[config.mk]
export PLATFORM = sky130hd
export DESIGN_NAME = uart_apb_master
export DESIGN_NICKNAME = d
export VERILOG_FILES = /design/src/rtl/uart_apb_master_pkg.sv /design/src/rtl/uart_apb_master.sv
export SDC_FILE = /design/constraint.sdc
export NUM_CORES = 1
export LEC_CHECK = 0
export ABC_AREA = 1
export CAP_MARGIN = 20
export CELL_PAD_IN_SITES_DETAIL_PLACEMENT = 2
export CELL_PAD_IN_SITES_GLOBAL_PLACEMENT = 2
export CORE_AREA = 8 8 112 165
export CTS_CLUSTER_DIAMETER = 200
export DETAILED_ROUTE_END_ITERATION = 6
export DIE_AREA = 0 0 120 173
export PLACE_DENSITY_LB_ADDON = 0.1
export SLEW_MARGIN = 5
export SYNTH_ARGS = -nofsm -noshare
export SYNTH_HDL_FRONTEND = slang
export SYNTH_SLANG_ARGS = --single-unit
[constraint.sdc]
create_clock -name clk_apb -period 4.1 [get_ports clk_apb]
set_input_delay 0.615 -clock clk_apb [delete_from_list [all_inputs] [get_ports clk_apb]]
set_output_delay 0.615 -clock clk_apb [all_outputs]
set_load 0.02 [all_outputs]
[src/rtl/uart_apb_master_pkg.sv]
// Shared command/response codes and FSM state encoding for the UART-to-APB debug bridge.
package uart_apb_master_pkg;

  localparam logic [7:0] CMD_WR  = 8'h57;
  localparam logic [7:0] CMD_RD  = 8'h52;
  localparam logic [7:0] RSP_OK  = 8'h4B;
  localparam logic [7:0] RSP_ERR = 8'h45;
  localparam logic [7:0] RSP_BAD = 8'h3F;
  localparam logic [7:0] RSP_TMO = 8'h54;

  localparam logic [2:0] ST_IDLE   = 3'd0;
  localparam logic [2:0] ST_ADDR   = 3'd1;
  localparam logic [2:0] ST_WDATA  = 3'd2;
  localparam logic [2:0] ST_SETUP  = 3'd3;
  localparam logic [2:0] ST_ACCESS = 3'd4;
  localparam logic [2:0] ST_RESP   = 3'd5;

endpackage

[src/rtl/uart_apb_master.sv]
// UART byte-stream to APB single-transfer initiator with serialized byte responses.
// Optional ACCESS-phase timeout is enabled by defining UART_APBM_TIMEOUT_EN.
module uart_apb_master
  import uart_apb_master_pkg::*;
#(
  parameter int ADDR_W         = 12,
  parameter int TIMEOUT_CYCLES = 255
) (
  input  logic              clk_apb,
  input  logic              rst_apb_n,
  input  logic [7:0]        rx_data,
  input  logic              rx_valid,
  output logic              rx_ready,
  output logic [7:0]        tx_data,
  output logic              tx_valid,
  input  logic              tx_ready,
  output logic              apb_uart_psel,
  output logic              apb_uart_penable,
  output logic              apb_uart_pwrite,
  output logic [ADDR_W-1:0] apb_uart_paddr,
  output logic [31:0]       apb_uart_pwdata,
  input  logic [31:0]       uart_apb_prdata,
  input  logic              uart_apb_pready,
  input  logic              uart_apb_pslverr
);

  logic [2:0]  state;
  logic [1:0]  byte_cnt;
  logic [7:0]  addr_lo;
  logic [31:0] resp_sr;
  logic [2:0]  resp_cnt;
  logic        rx_fire;
  logic        tx_fire;
  logic        tmo_hit;
  logic [31:0] rsp_word;
  logic [7:0]  rsp_status;

  assign rx_fire = rx_valid && rx_ready;
  assign tx_fire = tx_valid && tx_ready;

`ifdef UART_APBM_TIMEOUT_EN
  localparam int TMO_W = ($clog2(TIMEOUT_CYCLES + 1) > 8) ? $clog2(TIMEOUT_CYCLES + 1) : 8;
  logic [TMO_W-1:0] tmo_cnt;

  // Counts ACCESS cycles; the TIMEOUT_CYCLES-th cycle without pready ends the transfer.
  always_ff @(posedge clk_apb) begin
    if (!rst_apb_n)              tmo_cnt <= '0;
    else if (state == ST_ACCESS) tmo_cnt <= tmo_cnt + 1'b1;
    else                         tmo_cnt <= '0;
  end

  assign tmo_hit = (state == ST_ACCESS) && !uart_apb_pready &&
                   (tmo_cnt == TMO_W'(TIMEOUT_CYCLES - 1));
`else
  assign tmo_hit = 1'b0;
`endif

  always_comb begin
    rsp_word   = uart_apb_prdata;
    rsp_status = uart_apb_pslverr ? RSP_ERR : RSP_OK;
    if (tmo_hit) begin
      rsp_word   = 32'h0;
      rsp_status = RSP_TMO;
    end
  end

  always_ff @(posedge clk_apb) begin
    if (!rst_apb_n) begin
      state            <= ST_IDLE;
      byte_cnt         <= 2'd0;
      addr_lo          <= 8'h00;
      resp_sr          <= 32'h0;
      resp_cnt         <= 3'd0;
      rx_ready         <= 1'b0;
      tx_valid         <= 1'b0;
      tx_data          <= 8'h00;
      apb_uart_psel    <= 1'b0;
      apb_uart_penable <= 1'b0;
      apb_uart_pwrite  <= 1'b0;
      apb_uart_paddr   <= '0;
      apb_uart_pwdata  <= 32'h0;
    end else begin
      case (state)
        ST_IDLE: begin
          rx_ready <= 1'b1;
          if (rx_fire) begin
            if (rx_data == CMD_WR || rx_data == CMD_RD) begin
              apb_uart_pwrite <= (rx_data == CMD_WR);
              byte_cnt        <= 2'd0;
              state           <= ST_ADDR;
            end else begin
              rx_ready <= 1'b0;
              tx_data  <= RSP_BAD;
              tx_valid <= 1'b1;
              resp_cnt <= 3'd0;
              state    <= ST_RESP;
            end
          end
        end
        ST_ADDR: begin
          if (rx_fire) begin
            if (byte_cnt == 2'd0) begin
              addr_lo  <= rx_data;
              byte_cnt <= 2'd1;
            end else begin
              apb_uart_paddr <= ADDR_W'({rx_data, addr_lo});
              byte_cnt       <= 2'd0;
              if (apb_uart_pwrite) begin
                state <= ST_WDATA;
              end else begin
                rx_ready      <= 1'b0;
                apb_uart_psel <= 1'b1;
                state         <= ST_SETUP;
              end
            end
          end
        end
        ST_WDATA: begin
          if (rx_fire) begin
            apb_uart_pwdata[8*byte_cnt +: 8] <= rx_data;
            byte_cnt                         <= byte_cnt + 2'd1;
            if (byte_cnt == 2'd3) begin
              rx_ready      <= 1'b0;
              apb_uart_psel <= 1'b1;
              state         <= ST_SETUP;
            end
          end
        end
        ST_SETUP: begin
          apb_uart_penable <= 1'b1;
          state            <= ST_ACCESS;
        end
        ST_ACCESS: begin
          // Response byte 0 is loaded here so tx_valid rises right as psel drops.
          if (uart_apb_pready || tmo_hit) begin
            apb_uart_psel    <= 1'b0;
            apb_uart_penable <= 1'b0;
            tx_valid         <= 1'b1;
            state            <= ST_RESP;
            if (apb_uart_pwrite) begin
              tx_data  <= rsp_status;
              resp_cnt <= 3'd0;
            end else begin
              tx_data  <= rsp_word[7:0];
              resp_sr  <= {rsp_status, rsp_word[31:8]};
              resp_cnt <= 3'd4;
            end
          end
        end
        ST_RESP: begin
          if (tx_fire) begin
            if (resp_cnt == 3'd0) begin
              tx_valid <= 1'b0;
              rx_ready <= 1'b1;
              state    <= ST_IDLE;
            end else begin
              tx_data  <= resp_sr[7:0];
              resp_sr  <= {8'h00, resp_sr[31:8]};
              resp_cnt <= resp_cnt - 3'd1;
            end
          end
        end
        default: state <= ST_IDLE;
      endcase
    end
  end

endmodule

# After elaboration in Yosys (flattened, before gate mapping)

Cells that the tools add are included.

Add/subtract/negate cells: 3
Multiply operators: 0
Divide/modulo/power cells: 0
$lt $le $gt $ge: 0
Equality and inequality tests: 21
Shift-type cells: 2
Multiplexer cells: 62
Bitwise operators: 1
Reductions and logical operators: 24

Operator list:

| kind                    | count |
|---|---|
| $mux 32                 | 4 |
| $pmux 32 s2             | 1 |
| $mux 8                  | 6 |
| $mux 3                  | 15 |
| $neg 5->34              | 1 |
| $shift 8x34->32 const A | 1 |
| $shiftx 8x34->32        | 1 |
| $bwmux 32               | 1 |
| $ne 2x2->1 const B      | 13 |
| $pmux 8 s3              | 1 |
| $mux 1                  | 22 |
| $pmux 3 s6              | 1 |
| $eq 8x7->1 const B      | 2 |
| $reduce_and 8->1        | 2 |
| $reduce_and 6->1        | 2 |
| $reduce_and 5->1        | 2 |
| $pmux 3 s3              | 1 |
| $reduce_and 3->1        | 3 |
| $reduce_bool 3->1       | 3 |
| $mux 2                  | 4 |
| $reduce_and 7->1        | 1 |
| $eq 3x2->1 const B      | 2 |
| $eq 3x3->1 const B      | 2 |
| $logic_not 3->1         | 2 |
| other kinds (16)        | 20 |

Flip-flop bits (word level): 105
Latch bits: 0
Bits in writable memories: 0
Memory bits (read-only): 0
Input port bits: 46
Output and inout port bits: 57
Logic and storage cells: 126
Memories kept: 0

# Depth between registers and ports, before layout

Depth after elaboration: 5
Gate-level depth with buffers: 12
Depth with buffers taken out: 12

# Least setup slack after synthesis

Ideal clock, no wire load.

Kind: register -> register
Start: reg byte_cnt[0]
End: reg apb_uart_pwdata[16]
Library setup time: 64 ps
Arrival time: 1789 ps
Required time: 4036 ps
Path slack: 2246 ps
Stages on the path, launching flop included: 9
Buffers on the path: 2
Clock period less this slack: 1854 ps
Path through: dfxtp_1 clkbuf_1 inv_1 ha_1 clkbuf_1 nand2_1 nor3_1 o21ai_0 nor2_1

Cells in the longest elaborated chain, start to end: 3
Elaborated cells on any way between the ends: 4
Those cells by class: add/sub: 1; shift: 2; mux: 1

RTL lines:

| item                                                       | RTL line               | RTL |
|---|---|---|
| from (decl)                                                | uart_apb_master.sv:28  | `logic [1:0] byte_cnt;` |
| from (signal assigned)                                     | uart_apb_master.sv:121 | `byte_cnt <= byte_cnt + 2'd1;` |
| $neg 5->34 *                                               | uart_apb_master.sv:120 | `apb_uart_pwdata[8*byte_cnt +: 8] <= rx_data;` |
| $shiftx 8x34->32 / $shift 8x34->32 (equally long branches) | uart_apb_master.sv:120 |  |
| $bwmux 32 *                                                | uart_apb_master.sv:120 |  |
| to (signal, indexed assignment)                            | uart_apb_master.sv:120 |  |
| to (decl)                                                  | uart_apb_master.sv:21  | `output logic [31:0] apb_uart_pwdata,` |

Every way passes the cells marked *; elsewhere a longest branch is shown, timed or not.
A chain may end at the register's enable or synchronous reset.

# Worst setup path in the final report

Start: reg state[1]
End: reg resp_cnt[2]

Cells in the longest elaborated chain, start to end: 3
Elaborated cells on any way between the ends: 11
Those cells by class: eq/ne: 7; mux: 1; reduce/logical: 3

RTL lines:

| item                                                                    | RTL line               | RTL |
|---|---|---|
| from (decl)                                                             | uart_apb_master.sv:27  | `logic [2:0] state;` |
| from (signal assigned)                                                  | uart_apb_master.sv:69  | `state <= ST_IDLE;` |
| from (signal assigned)                                                  | uart_apb_master.sv:90  | `state <= ST_ADDR;` |
| from (signal assigned)                                                  | uart_apb_master.sv:96  | `state <= ST_RESP;` |
| $eq 3x3->1 / $logic_not 3->1 (equally long branches)                    | uart_apb_master.sv:83  | `case (state)` |
| $ne 2x2->1 (no source line) / $reduce_bool 3->1 (equally long branches) | n/a                    |  |
| $reduce_and 6->1 (no source line)                                       | n/a                    |  |
| to (signal assigned)                                                    | uart_apb_master.sv:159 | `resp_cnt <= resp_cnt - 3'd1;` |
| to (decl)                                                               | uart_apb_master.sv:31  | `logic [2:0] resp_cnt;` |

Parallel ways exist; a longest one is shown, timed or not.

==> impl_metrics.env <==
export IMPL_drt_vias_per_instance=4.904
export IMPL_overflow=0
export IMPL_crit_type="register to register"
export IMPL_syn_nets=717
export IMPL_clockBufferDepth=2
export IMPL_synth_top_flop_cell="dfxtp_1"
export IMPL_die_w_um=120
export IMPL_wirelength_um=17070
export IMPL_fillers=1913
export IMPL_outcome="completed"
export IMPL_synth_top_area_cell="dfxtp_1"
export IMPL_syn_avg_cell_area_um2=7.077
export IMPL_rsz0062_at_grt="no"
export IMPL_fin_crit_ns=2.889
export IMPL_setup_tns_final_ns=0
export IMPL_start_kind="register"
export IMPL_cts_root_buffer="clkbuf_16"
export IMPL_coreArea_um2=16050
export IMPL_die_height_um=173
export IMPL_cts_buffers=9
export IMPL_cts_resized_gates=0
export IMPL_num_antenna_cells=0
export IMPL_synth_most_common_cell="nand2_1"
export IMPL_multi_input_area_um2=2323
export IMPL_drv_cap=0
export IMPL_leakagePower_nw=2.582
export IMPL_place_hpwl_um=12890
export IMPL_synth_common_cells="nand2_1 (161), nor2_1 (107), dfxtp_1 (100), o21ai_0 (60), a21oi_1 (53)"
export IMPL_hold_path_class="register to register"
export IMPL_yosysWarningCount=0
export IMPL_finalCritPeriodShare=0.7046
export IMPL_setup_ws_ns=1.211
export IMPL_placementRows=57
export IMPL_die_area_um2=20760
export IMPL_cp_max_fo=29
export IMPL_gp_congestion=0.7868
export IMPL_drt_pass1_iterations=4
export IMPL_path_clk_slew_ns=0.07
export IMPL_cellPowerDensity_nw_per_um2=492.5
export IMPL_fmaxAchievable_mhz=346.1
export IMPL_postSynthCellCount=663
export IMPL_cts_setup_buffers=0
export IMPL_drc=0
export IMPL_dp_slack_ns=1.207
export IMPL_finalHoldViolCount=0
export IMPL_ys_seq_area_frac=0.4267
export IMPL_grt_max_degree=60
export IMPL_h_tree_depth=3
export IMPL_relSlewSlack=0.4592
export IMPL_ctsHoldBuffers=0
export IMPL_cp_required_ns=4.39
export IMPL_antenna_found_initial=0
export IMPL_clk_latency_ns=0.36
export IMPL_start_util=0.2924
export IMPL_wl_per_cell_um=17.87
export IMPL_vias=4683
export IMPL_final_nets=798
export IMPL_synth_edf_count=0
export IMPL_synthTopCellsByArea="dfxtp_1 (43%), nand2_1 (13%), nor2_1 (8.6%)"
export IMPL_finalClockSkew_ns=0.009596
export IMPL_setup_viol=0
export IMPL_detail_route_iter0_violations=145
export IMPL_syn_to_final_growth_pct=29.49
export IMPL_regArea_um2=2002
export IMPL_cp_arrival_ns=3.18
export IMPL_total_power_mw=2.992
export IMPL_cp_end_kind="register"
export IMPL_synth_async_sr_flop_share=0
export IMPL_worst_slew_pin_slew_ns=0.8103
export IMPL_ios=103
export IMPL_synth_area_um2=4692
export IMPL_synth_seq_cells=100
export IMPL_io_buffers=102
export IMPL_ant_nets=0
export IMPL_grt_pass1_wl_um=27740
export IMPL_synth_top_area_frac=0.4267
export IMPL_cts_sinks=100
export IMPL_cts_tree="done"
export IMPL_grt_use_total=0.1666
export IMPL_hold_slack_ns=0.4691
export IMPL_irDropWorstVdd_mv=0.1975
export IMPL_yosysUniqueCellTypes=31
export IMPL_grt_pass1_vias=5375
export IMPL_drive_gt1_frac=0.05207
export IMPL_slew_violations=0
## final timing paths
kind | end | from | slack [ns] | cells after the start
worst min-delay path | resp_sr[19] | resp_sr[19] | 0.47 | 2
worst max-delay path | resp_cnt[2] | state[1] | 1.21 | 10
worst min register to register | resp_sr[19] | resp_sr[19] | 0.47 | 2
worst max register to register | resp_cnt[2] | state[1] | 1.21 | 10
## metrics by stage
| step | std cells | util | area, um^2 |
|---|---|---|---|
| 6_report | 955 | 0.3786 | 6076 |
| 2_1_floorplan | 663 | - | 4692 |
| 3_3_place_gp | 939 | 0.3604 | 5783 |
| 5_1_grt | 955 | 0.3786 | 6076 |
| 4_1_cts | 955 | 0.3786 | 6076 |
| 3_5_place_dp | 939 | 0.3604 | 5783 |
## power breakdown
part	switching, mW	internal [mW]
sequential	0.0937	1.09
combinational	0.626	0.330
clock	0.415	0.440
total	1.13	1.86
## layout by cell type, fill, tap and decap left out
cell type        netlist  final
clkbuf_8               0      1
o211a_1               16     16
clkinvlp_4             0      1
nand3_2                2      2
clkdlybuf4s50_1        0    101
inv_1                 36     36
nand3_1               41     41
buf_2                  7      1
nand2_4                4      4
o21bai_1               1      1
nor3_1                 9      9
nand2_1              161    161
dfxtp_1              100    100
clkinv_1               1      1
nor2_2                 3      3
or2_2                  1      1
ha_1                   8      8
nand2_8                1      1
nand3b_1               3      3
o31ai_1                1      1
inv_8                  1      2
o21ai_0               60     60
clkbuf_16              0      9
o21ai_1               10     10
inv_6                  0      2
nor2_4                 1      1
inv_2                  7      7
a21oi_1               53     53
nor2_8                 1      1
clkinv_4               0      2
nor2_1               107    107
nand4_1                2      2
buf_4                  5      1
## metal layers
metal	global-route usage	wire, um	up-vias
li1	-	-	2312
met3	0.04173	661	24
met2	0.3241	9519	78
met5	0	0	-
met1	0.1644	6559	2269
met4	0.05541	329	0
## sequential cells by signal (all words and copies together) (netlist names)
name              cells
resp_cnt              3
addr_lo               8
apb_uart_pwrite       1
rx_ready              1
apb_uart_psel         1
state                 3
resp_sr              27
apb_uart_penable      1
tx_valid              1
tx_data               8
apb_uart_paddr       12
byte_cnt              2
apb_uart_pwdata      32
## critical path, cell delays in order, from the launching register on
cell     delay (ns)
dfxtp_1        0.49
inv_2          0.10
nand3_2        0.45
inv_2          0.39
nand2_4        0.23
nand2_1        0.08
nor2_2         0.62
nand2_1        0.17
nand2_1        0.10
nand2_1        0.05
nor2_1         0.12
## cell families (layout without fill, tap and decap cells)
group | count (synthesis) | after routing | synth area share
adder cells (fa/ha/maj) | 8 | 8 | 0.02133
AO/OA/AOI/OAI | 141 | 141 | 0.1685
buffers and inverters | 78 | 164 | 0.07813
AND/OR/NAND/NOR | 336 | 336 | 0.3053
flip-flops | 100 | 100 | 0.4267
## layout make-up
| class | instances | area share |
|---|---|---|
| multi-input cells | 485 | 0.3824 |
| flip-flops and latches | 100 | 0.3295 |
| repair buffers | 103 | 0.1685 |
| well taps | 206 | 0.04242 |
| clock buffers | 10 | 0.03933 |
| inverters | 45 | 0.02904 |
| clock inverters | 6 | 0.008855 |
Power figures use the tool's default switching activity.
